File: src/rtl/hex_pkg.sv
// Shared types and sizing for the hex memory arbiter: bus widths, memory
// word-address width and the requester port tag.
package hex_pkg;

    localparam int ADDR_WIDTH     = 20;
    localparam int DATA_WIDTH     = 32;
    localparam int MEM_ADDR_WIDTH = 16;
    localparam int MEM_ADDR_MSB   = MEM_ADDR_WIDTH - 1;
    localparam int CONF_WIDTH     = 16;

    typedef logic [ADDR_WIDTH-1:0]     addr_t;
    typedef logic [DATA_WIDTH-1:0]     data_t;
    typedef logic [MEM_ADDR_WIDTH-3:0] mem_addr_t;
    typedef logic [CONF_WIDTH-1:0]     conf_t;

    typedef enum logic {
        PORT_IF = 1'b0,
        PORT_D  = 1'b1
    } port_t;

endpackage

File: src/rtl/hex_mem_arbiter_if.sv
// Requester-side bus of the arbiter: instruction-fetch read port and
// data read/write port, each with request handshake and read response.
interface hex_mem_arbiter_if;
    import hex_pkg::*;

    logic  i_if_valid;
    logic  o_if_ready;
    addr_t i_if_addr;
    logic  o_if_rvalid;
    data_t o_if_rdata;

    logic  i_d_valid;
    logic  o_d_ready;
    addr_t i_d_addr;
    logic  i_d_we;
    data_t i_d_wdata;
    logic  o_d_rvalid;
    data_t o_d_rdata;
    logic  o_d_err;

    modport slave (
        input  i_if_valid, i_if_addr,
        output o_if_ready, o_if_rvalid, o_if_rdata,
        input  i_d_valid, i_d_addr, i_d_we, i_d_wdata,
        output o_d_ready, o_d_rvalid, o_d_rdata, o_d_err
    );

    modport master (
        output i_if_valid, i_if_addr,
        input  o_if_ready, o_if_rvalid, o_if_rdata,
        output i_d_valid, i_d_addr, i_d_we, i_d_wdata,
        input  o_d_ready, o_d_rvalid, o_d_rdata, o_d_err
    );

endinterface

File: src/rtl/hex_rr_arb2.sv
// Two-input arbiter: combinational ready per requester, round-robin on
// conflict unless FIXED_PRIO hands every conflict to the data port.
module hex_rr_arb2
    import hex_pkg::*;
#(
    parameter bit FIXED_PRIO = 1'b0
) (
    input  logic i_clk,
    input  logic i_rst_n,
    input  logic i_req_if,
    input  logic i_req_d,
    output logic o_rdy_if,
    output logic o_rdy_d
);

    port_t r_last_grant;
    port_t w_last_grant_nxt;
    logic  w_conflict;
    logic  w_if_wins;

    // NOTE: every signal written here gets a value before any branch, so no latch is inferred.
    always_comb begin
        w_conflict       = i_req_if && i_req_d;
        w_if_wins        = FIXED_PRIO ? 1'b0 : (r_last_grant == PORT_D);
        o_rdy_if         = !i_req_d || (w_conflict && w_if_wins);
        o_rdy_d          = !i_req_if || (w_conflict && !w_if_wins);
        w_last_grant_nxt = r_last_grant;
        if (i_req_if && o_rdy_if) begin
            w_last_grant_nxt = PORT_IF;
        end else if (i_req_d && o_rdy_d) begin
            w_last_grant_nxt = PORT_D;
        end
    end

    // Starting at PORT_D lets the fetch port win the first conflict after reset.
    always_ff @(posedge i_clk or negedge i_rst_n) begin
        if (!i_rst_n) begin
            r_last_grant <= PORT_D;
        end else begin
            r_last_grant <= w_last_grant_nxt;
        end
    end

endmodule

File: src/rtl/hex_mem_arbiter.sv
// Shares one single-port memory between a fetch port and a data port:
// one transfer per cycle, 1-cycle read latency, misaligned data flagged.
module hex_mem_arbiter
    import hex_pkg::*;
#(
    parameter bit FIXED_PRIO = 1'b0
) (
    input  logic              i_clk,
    input  logic              i_rst_n,
    hex_mem_arbiter_if.slave  io_bus,
    output logic              o_mem_en,
    output logic              o_mem_we,
    output mem_addr_t         o_mem_addr,
    output data_t             o_mem_wdata,
    input  data_t             i_mem_rdata,
    output conf_t             o_conflicts
);

    logic  w_if_rdy;
    logic  w_d_rdy;
    logic  w_xfer_if;
    logic  w_xfer_d;
    logic  w_d_mis;
    logic  w_d_mem_ok;
    logic  w_unused;

    logic  r_rsp_vld;
    port_t r_rsp_port;
    logic  r_d_err;
    conf_t r_conflicts;

    hex_rr_arb2 #(
        .FIXED_PRIO (FIXED_PRIO)
    ) u_arb (
        .i_clk    (i_clk),
        .i_rst_n  (i_rst_n),
        .i_req_if (io_bus.i_if_valid),
        .i_req_d  (io_bus.i_d_valid),
        .o_rdy_if (w_if_rdy),
        .o_rdy_d  (w_d_rdy)
    );

    assign w_xfer_if  = io_bus.i_if_valid && w_if_rdy;
    assign w_xfer_d   = io_bus.i_d_valid && w_d_rdy;
    assign w_d_mis    = |io_bus.i_d_addr[1:0];
    assign w_d_mem_ok = w_xfer_d && !w_d_mis;

    assign o_mem_en    = w_xfer_if || w_d_mem_ok;
    assign o_mem_we    = w_d_mem_ok && io_bus.i_d_we;
    assign o_mem_addr  = w_xfer_d ? io_bus.i_d_addr[MEM_ADDR_MSB:2]
                                  : io_bus.i_if_addr[MEM_ADDR_MSB:2];
    assign o_mem_wdata = io_bus.i_d_wdata;

    assign io_bus.o_if_ready = w_if_rdy;
    assign io_bus.o_d_ready  = w_d_rdy;

    // A misaligned data read still owes a response, with zero data.
    // NOTE: state registers use non-blocking assignments so all updates see pre-edge values.
    always_ff @(posedge i_clk or negedge i_rst_n) begin
        if (!i_rst_n) begin
            r_rsp_vld   <= 1'b0;
            r_rsp_port  <= PORT_IF;
            r_d_err     <= 1'b0;
            r_conflicts <= '0;
        end else begin
            r_rsp_vld  <= w_xfer_if || (w_xfer_d && !io_bus.i_d_we);
            r_rsp_port <= w_xfer_d ? PORT_D : PORT_IF;
            r_d_err    <= w_xfer_d && w_d_mis;
            if (io_bus.i_if_valid && io_bus.i_d_valid && (r_conflicts != '1)) begin
                r_conflicts <= r_conflicts + 1'b1;
            end
        end
    end

    assign io_bus.o_if_rvalid = r_rsp_vld && (r_rsp_port == PORT_IF);
    assign io_bus.o_if_rdata  = i_mem_rdata;
    assign io_bus.o_d_rvalid  = r_rsp_vld && (r_rsp_port == PORT_D);
    assign io_bus.o_d_rdata   = r_d_err ? '0 : i_mem_rdata;
    assign io_bus.o_d_err     = r_d_err;
    assign o_conflicts        = r_conflicts;

    // Fetch byte offset and address bits above the memory window are ignored.
    assign w_unused = ^{io_bus.i_if_addr[1:0],
                        io_bus.i_if_addr[ADDR_WIDTH-1:MEM_ADDR_WIDTH],
                        io_bus.i_d_addr[ADDR_WIDTH-1:MEM_ADDR_WIDTH]};

endmodule

File: src/flat_wrapper.sv
// flat-port wrapper written by rule: the top's interface ports become plain ports
module hex_mem_arbiter_flat import hex_pkg::*;
#(
    parameter bit FIXED_PRIO = 1'b0
)
  (i_clk, i_rst_n, o_mem_en, o_mem_we, o_mem_addr, o_mem_wdata, i_mem_rdata, o_conflicts, io_bus_i_if_valid, io_bus_i_if_addr, io_bus_o_if_ready, io_bus_o_if_rvalid, io_bus_o_if_rdata, io_bus_i_d_valid, io_bus_i_d_addr, io_bus_i_d_we, io_bus_i_d_wdata, io_bus_o_d_ready, io_bus_o_d_rvalid, io_bus_o_d_rdata, io_bus_o_d_err);
  hex_mem_arbiter_if io_bus_i ();
  input  logic i_clk;
  input  logic i_rst_n;
  output logic o_mem_en;
  output logic o_mem_we;
  output mem_addr_t o_mem_addr;
  output data_t o_mem_wdata;
  input  data_t i_mem_rdata;
  output conf_t o_conflicts;
  input wire logic [$bits(io_bus_i.i_if_valid)-1:0] io_bus_i_if_valid;
  input wire logic [$bits(io_bus_i.i_if_addr)-1:0] io_bus_i_if_addr;
  output wire logic [$bits(io_bus_i.o_if_ready)-1:0] io_bus_o_if_ready;
  output wire logic [$bits(io_bus_i.o_if_rvalid)-1:0] io_bus_o_if_rvalid;
  output wire logic [$bits(io_bus_i.o_if_rdata)-1:0] io_bus_o_if_rdata;
  input wire logic [$bits(io_bus_i.i_d_valid)-1:0] io_bus_i_d_valid;
  input wire logic [$bits(io_bus_i.i_d_addr)-1:0] io_bus_i_d_addr;
  input wire logic [$bits(io_bus_i.i_d_we)-1:0] io_bus_i_d_we;
  input wire logic [$bits(io_bus_i.i_d_wdata)-1:0] io_bus_i_d_wdata;
  output wire logic [$bits(io_bus_i.o_d_ready)-1:0] io_bus_o_d_ready;
  output wire logic [$bits(io_bus_i.o_d_rvalid)-1:0] io_bus_o_d_rvalid;
  output wire logic [$bits(io_bus_i.o_d_rdata)-1:0] io_bus_o_d_rdata;
  output wire logic [$bits(io_bus_i.o_d_err)-1:0] io_bus_o_d_err;
  assign io_bus_i.i_if_valid = io_bus_i_if_valid;
  assign io_bus_i.i_if_addr = io_bus_i_if_addr;
  assign io_bus_o_if_ready = io_bus_i.o_if_ready;
  assign io_bus_o_if_rvalid = io_bus_i.o_if_rvalid;
  assign io_bus_o_if_rdata = io_bus_i.o_if_rdata;
  assign io_bus_i.i_d_valid = io_bus_i_d_valid;
  assign io_bus_i.i_d_addr = io_bus_i_d_addr;
  assign io_bus_i.i_d_we = io_bus_i_d_we;
  assign io_bus_i.i_d_wdata = io_bus_i_d_wdata;
  assign io_bus_o_d_ready = io_bus_i.o_d_ready;
  assign io_bus_o_d_rvalid = io_bus_i.o_d_rvalid;
  assign io_bus_o_d_rdata = io_bus_i.o_d_rdata;
  assign io_bus_o_d_err = io_bus_i.o_d_err;
  hex_mem_arbiter #(.FIXED_PRIO(FIXED_PRIO)) u_core (.i_clk(i_clk), .i_rst_n(i_rst_n), .io_bus(io_bus_i), .o_mem_en(o_mem_en), .o_mem_we(o_mem_we), .o_mem_addr(o_mem_addr), .o_mem_wdata(o_mem_wdata), .i_mem_rdata(i_mem_rdata), .o_conflicts(o_conflicts));
endmodule
File: config.mk
export PLATFORM = sky130hd
export DESIGN_NAME = hex_mem_arbiter_flat
export DESIGN_NICKNAME = d
export VERILOG_FILES = /design/src/rtl/hex_pkg.sv /design/src/rtl/hex_mem_arbiter_if.sv /design/src/rtl/hex_rr_arb2.sv /design/src/rtl/hex_mem_arbiter.sv /design/src/flat_wrapper.sv
export SDC_FILE = /design/constraint.sdc
export NUM_CORES = 1
export LEC_CHECK = 0
export CAP_MARGIN = 20
export CORE_AREA = 2 2 94 96
export DETAILED_ROUTE_END_ITERATION = 16
export DIE_AREA = 0 0 96 98
export MAX_ROUTING_LAYER = met4
export PLACE_DENSITY = 0.69
export SETUP_SLACK_MARGIN = 0.2
export SYNTH_ARGS = -nofsm -noshare
export SYNTH_HDL_FRONTEND = slang
export SYNTH_SLANG_ARGS = --single-unit
export TNS_END_PERCENT = 10
File: constraint.sdc
create_clock -name i_clk -period 2.1 [get_ports i_clk]
set_clock_uncertainty 0.15 [all_clocks]
set_input_delay 0.21 -clock i_clk [delete_from_list [all_inputs] [get_ports i_clk]]
set_output_delay 0.21 -clock i_clk [all_outputs]
set_load 0.01 [all_outputs]
==> reports/metrics.yaml <==
critical_path:
  arrival_ns: 1.67
  critPathLaunchType: "register"
  endpoint_kind: "primary output"
  worst_ep_required_time_ns: 1.74
  cp_max_fo: 5
  rrSetupSlack_ns: 0.26
  worstRegToRegCells: 5
  crit_type: "register to primary output"
floorplan:
  io-pin-count: 242
  rows: 34
  initial_core_util_pct: 21.5
  dieArea_sq_um: 9410
  die_width_um: 96
  fp.coreArea_sq_um: 8470
  die_h_um: 98
power_and_ir_drop:
  p_leak_uw: 0.00138
  finalPower_uw: 1650
  irDropWorstVdd_v: 0.000604
  powerDensity_nw_per_um2: 494
sta:
  max_slew_margin_pct: 64.0
  worst_slew_pin_slew_ns: 0.532
  finalWorstSetupSlack_ns: 0.0727
  rsz0062_at_grt: "yes"
  setup-violations-final: 0
  min_period_over_period_pct: 96.5
  slew_violations: 0
  fmax_ghz: 0.493
  fin_hold_ws_ns: 0.136
  hold_viol_final: 0
  period_needed_ns: 2.03
place:
  gp_congestion: 0.784
  dp_slack_ns: -0.112
  portBuffers: 167
  post-dp-hpwl_um: 4360
  placed_cells: 418
yosys:
  synth.distinct_cells: 29
  ys_seq_area_share_pct: 27.6
  ys_ff_latch: 20
  synthArstFlopShare_pct: 100
  synthCells: 203
  syn_nets: 313
  yosysWarnings: 0
  netlist_area_sq_um: 1820
  synth_area_per_cell_sq_um: 8.96
  ys.flop_type: "dfrtp_1"
  synth_edf_count: 0
layout:
  fin_nets: 431
  nFillCells: 847
  drive_above_1_share_pct: 17.5
  antenna_cells: 0
  area_delta_synth_final_pct: 83.8
  layoutNonFillerInstCount: 428
clock_network:
  cts_tree: "built"
  postCtsHoldBufs: 0
  htreeDepth: 1
  clk-insertion-delay-late_ns: 0.26
  cts_root_buffer: "clkbuf_8"
  path_clk_slew_ns: 0.07
  cts_buffers: 3
  cts.sinks: 20
  cts_max_path_buffers: 2
global_routing:
  overflow: 0
  grt_max_degree: 34
  antenna_found_initial: 0
  grt_pass1_wl_um: 8210
  grt_usage_pct: 11.1
  first_global_vias: 1651
worst_hold_path:
  hold_class: "primary input to asynchronous set/reset pin"
flow_run:
  cap_violations: 0
route:
  drc: 0
  drt_iter0_drc: 31
  firstDrtPassIters: 4
  wl_um: 5370
  vias: 1740
  wl_per_cell_um: 12.6
  antenna_left: 0
  viasPerCell: 4.07
run_status:
  status: "completed"
-- Yosys cell counts (2+ instances only) --
cell / count / area, sq um
nor2b_1: 33 / 206
nor2_1: 5 / 18.8
dfrtp_1: 19 / 475
xor2_1: 5 / 43.8
o21ai_0: 2 / 10.0
nand3_1: 6 / 30.0
nor3_1: 3 / 15.0
buf_4: 64 / 480
and3_1: 3 / 18.8
and2_1: 2 / 12.5
inv_1: 3 / 11.3
mux2_2: 16 / 180
nand2_1: 12 / 45.0
nand4_1: 3 / 18.8
clkbuf_1: 3 / 11.3
xnor2_1: 9 / 78.8
nor4_1: 3 / 18.8
-- registers in the layout (all words and copies together) (netlist names) --
name                       count
u_core.io_bus.o_d_err          1
u_core.o_conflicts            16
u_core.r_rsp_port              1
u_core.r_rsp_vld               1
u_core.u_arb.r_last_grant      1
-- path summary, 6_finish.rpt --
path / start / to
max: u_core.u_arb.r_last_grant / o_mem_addr[10]
min: i_rst_n / u_core.o_conflicts[8]
max reg2reg: u_core.o_conflicts[0] / u_core.o_conflicts[5]
min reg2reg: u_core.o_conflicts[15] / u_core.o_conflicts[15]
max in group asynchronous: i_rst_n / u_core.u_arb.r_last_grant
min in group i_clk: io_bus_i_d_wdata[14] / o_mem_wdata[14]
-- stage by stage --
stage                     setup TNS (ns)  cell area, sq um  util, %
after floorplan                        0              1820        -
after global placement             -1.57              3210     38.0
after detailed placement           -1.50              3210     38.0
after CTS                              0              3310     39.1
after global routing                   0              3340     39.5
final                                  0              3340     39.5
-- final cells by class --
cell class              instances  area [sq um]  share of cell area (%)
clock buffers                   4          45.0                    1.35
inverters                       3          11.3                   0.337
multi-input cells             112           838                    25.1
flip-flops and latches         20           502                    15.0
well taps                     108           135                    4.04
repair buffers                181          1810                    54.2
-- power breakdown --
part / leakage (uW) / internal [uW] / switching (uW)
logic: 0.00110 / 538 / 296
clock network: 0.0000228 / 135 / 127
registers: 0.000254 / 453 / 103
total: 0.00138 / 1130 / 527
-- worst max-delay path, cell delays in order, from the launching register on --
cell and delay (ns):
dfstp_2 0.55, nand2_2 0.07, nand2_4 0.06, buf_6 0.11, buf_12 0.10, buf_6 0.09
mux2_4 0.29, buf_6 0.12
-- layout by cell type, fill, tap and decap left out, types with 4 or more instances in the layout --
cell             count
xor2_1               5
clkdlybuf4s50_1    147
nor2_1               5
nand2_1             10
buf_2                8
nor2b_1             33
buf_4                8
nand3_1              6
mux2_4               5
dfrtp_1             19
xnor2_1              9
dlygate4sd2_1        4
mux2_2              11
buf_6               10
-- routing by layer --
metal | vias up | global-route usage [%] | routed length [um]
met5 | - | - | 0
met4 | 0 | 2.97 | 59
met3 | 5 | 2.55 | 505
met2 | 106 | 17.7 | 2570
met1 | 787 | 14.1 | 2240
li1 | 842 | - | -
-- logic make-up after synthesis --
logic type	share of synthesized area [%]
flip-flops	27.6
multiplexers	9.90
AO/OA/AOI/OAI	1.44
AND/OR/NAND/NOR	25.7
buffers and inverters	27.9
XOR/XNOR	6.74
adder cells (fa/ha/maj)	0.688
-- repair_timing --
item,CTS,global route
gates resized for setup,86,2
cloned,1,1
endpoints found under the setup margin,20,51
buffers inserted,3,1
endpoints found under the hold margin,0,0
pin swaps,1,1
(Power assumes the default switching activity.)
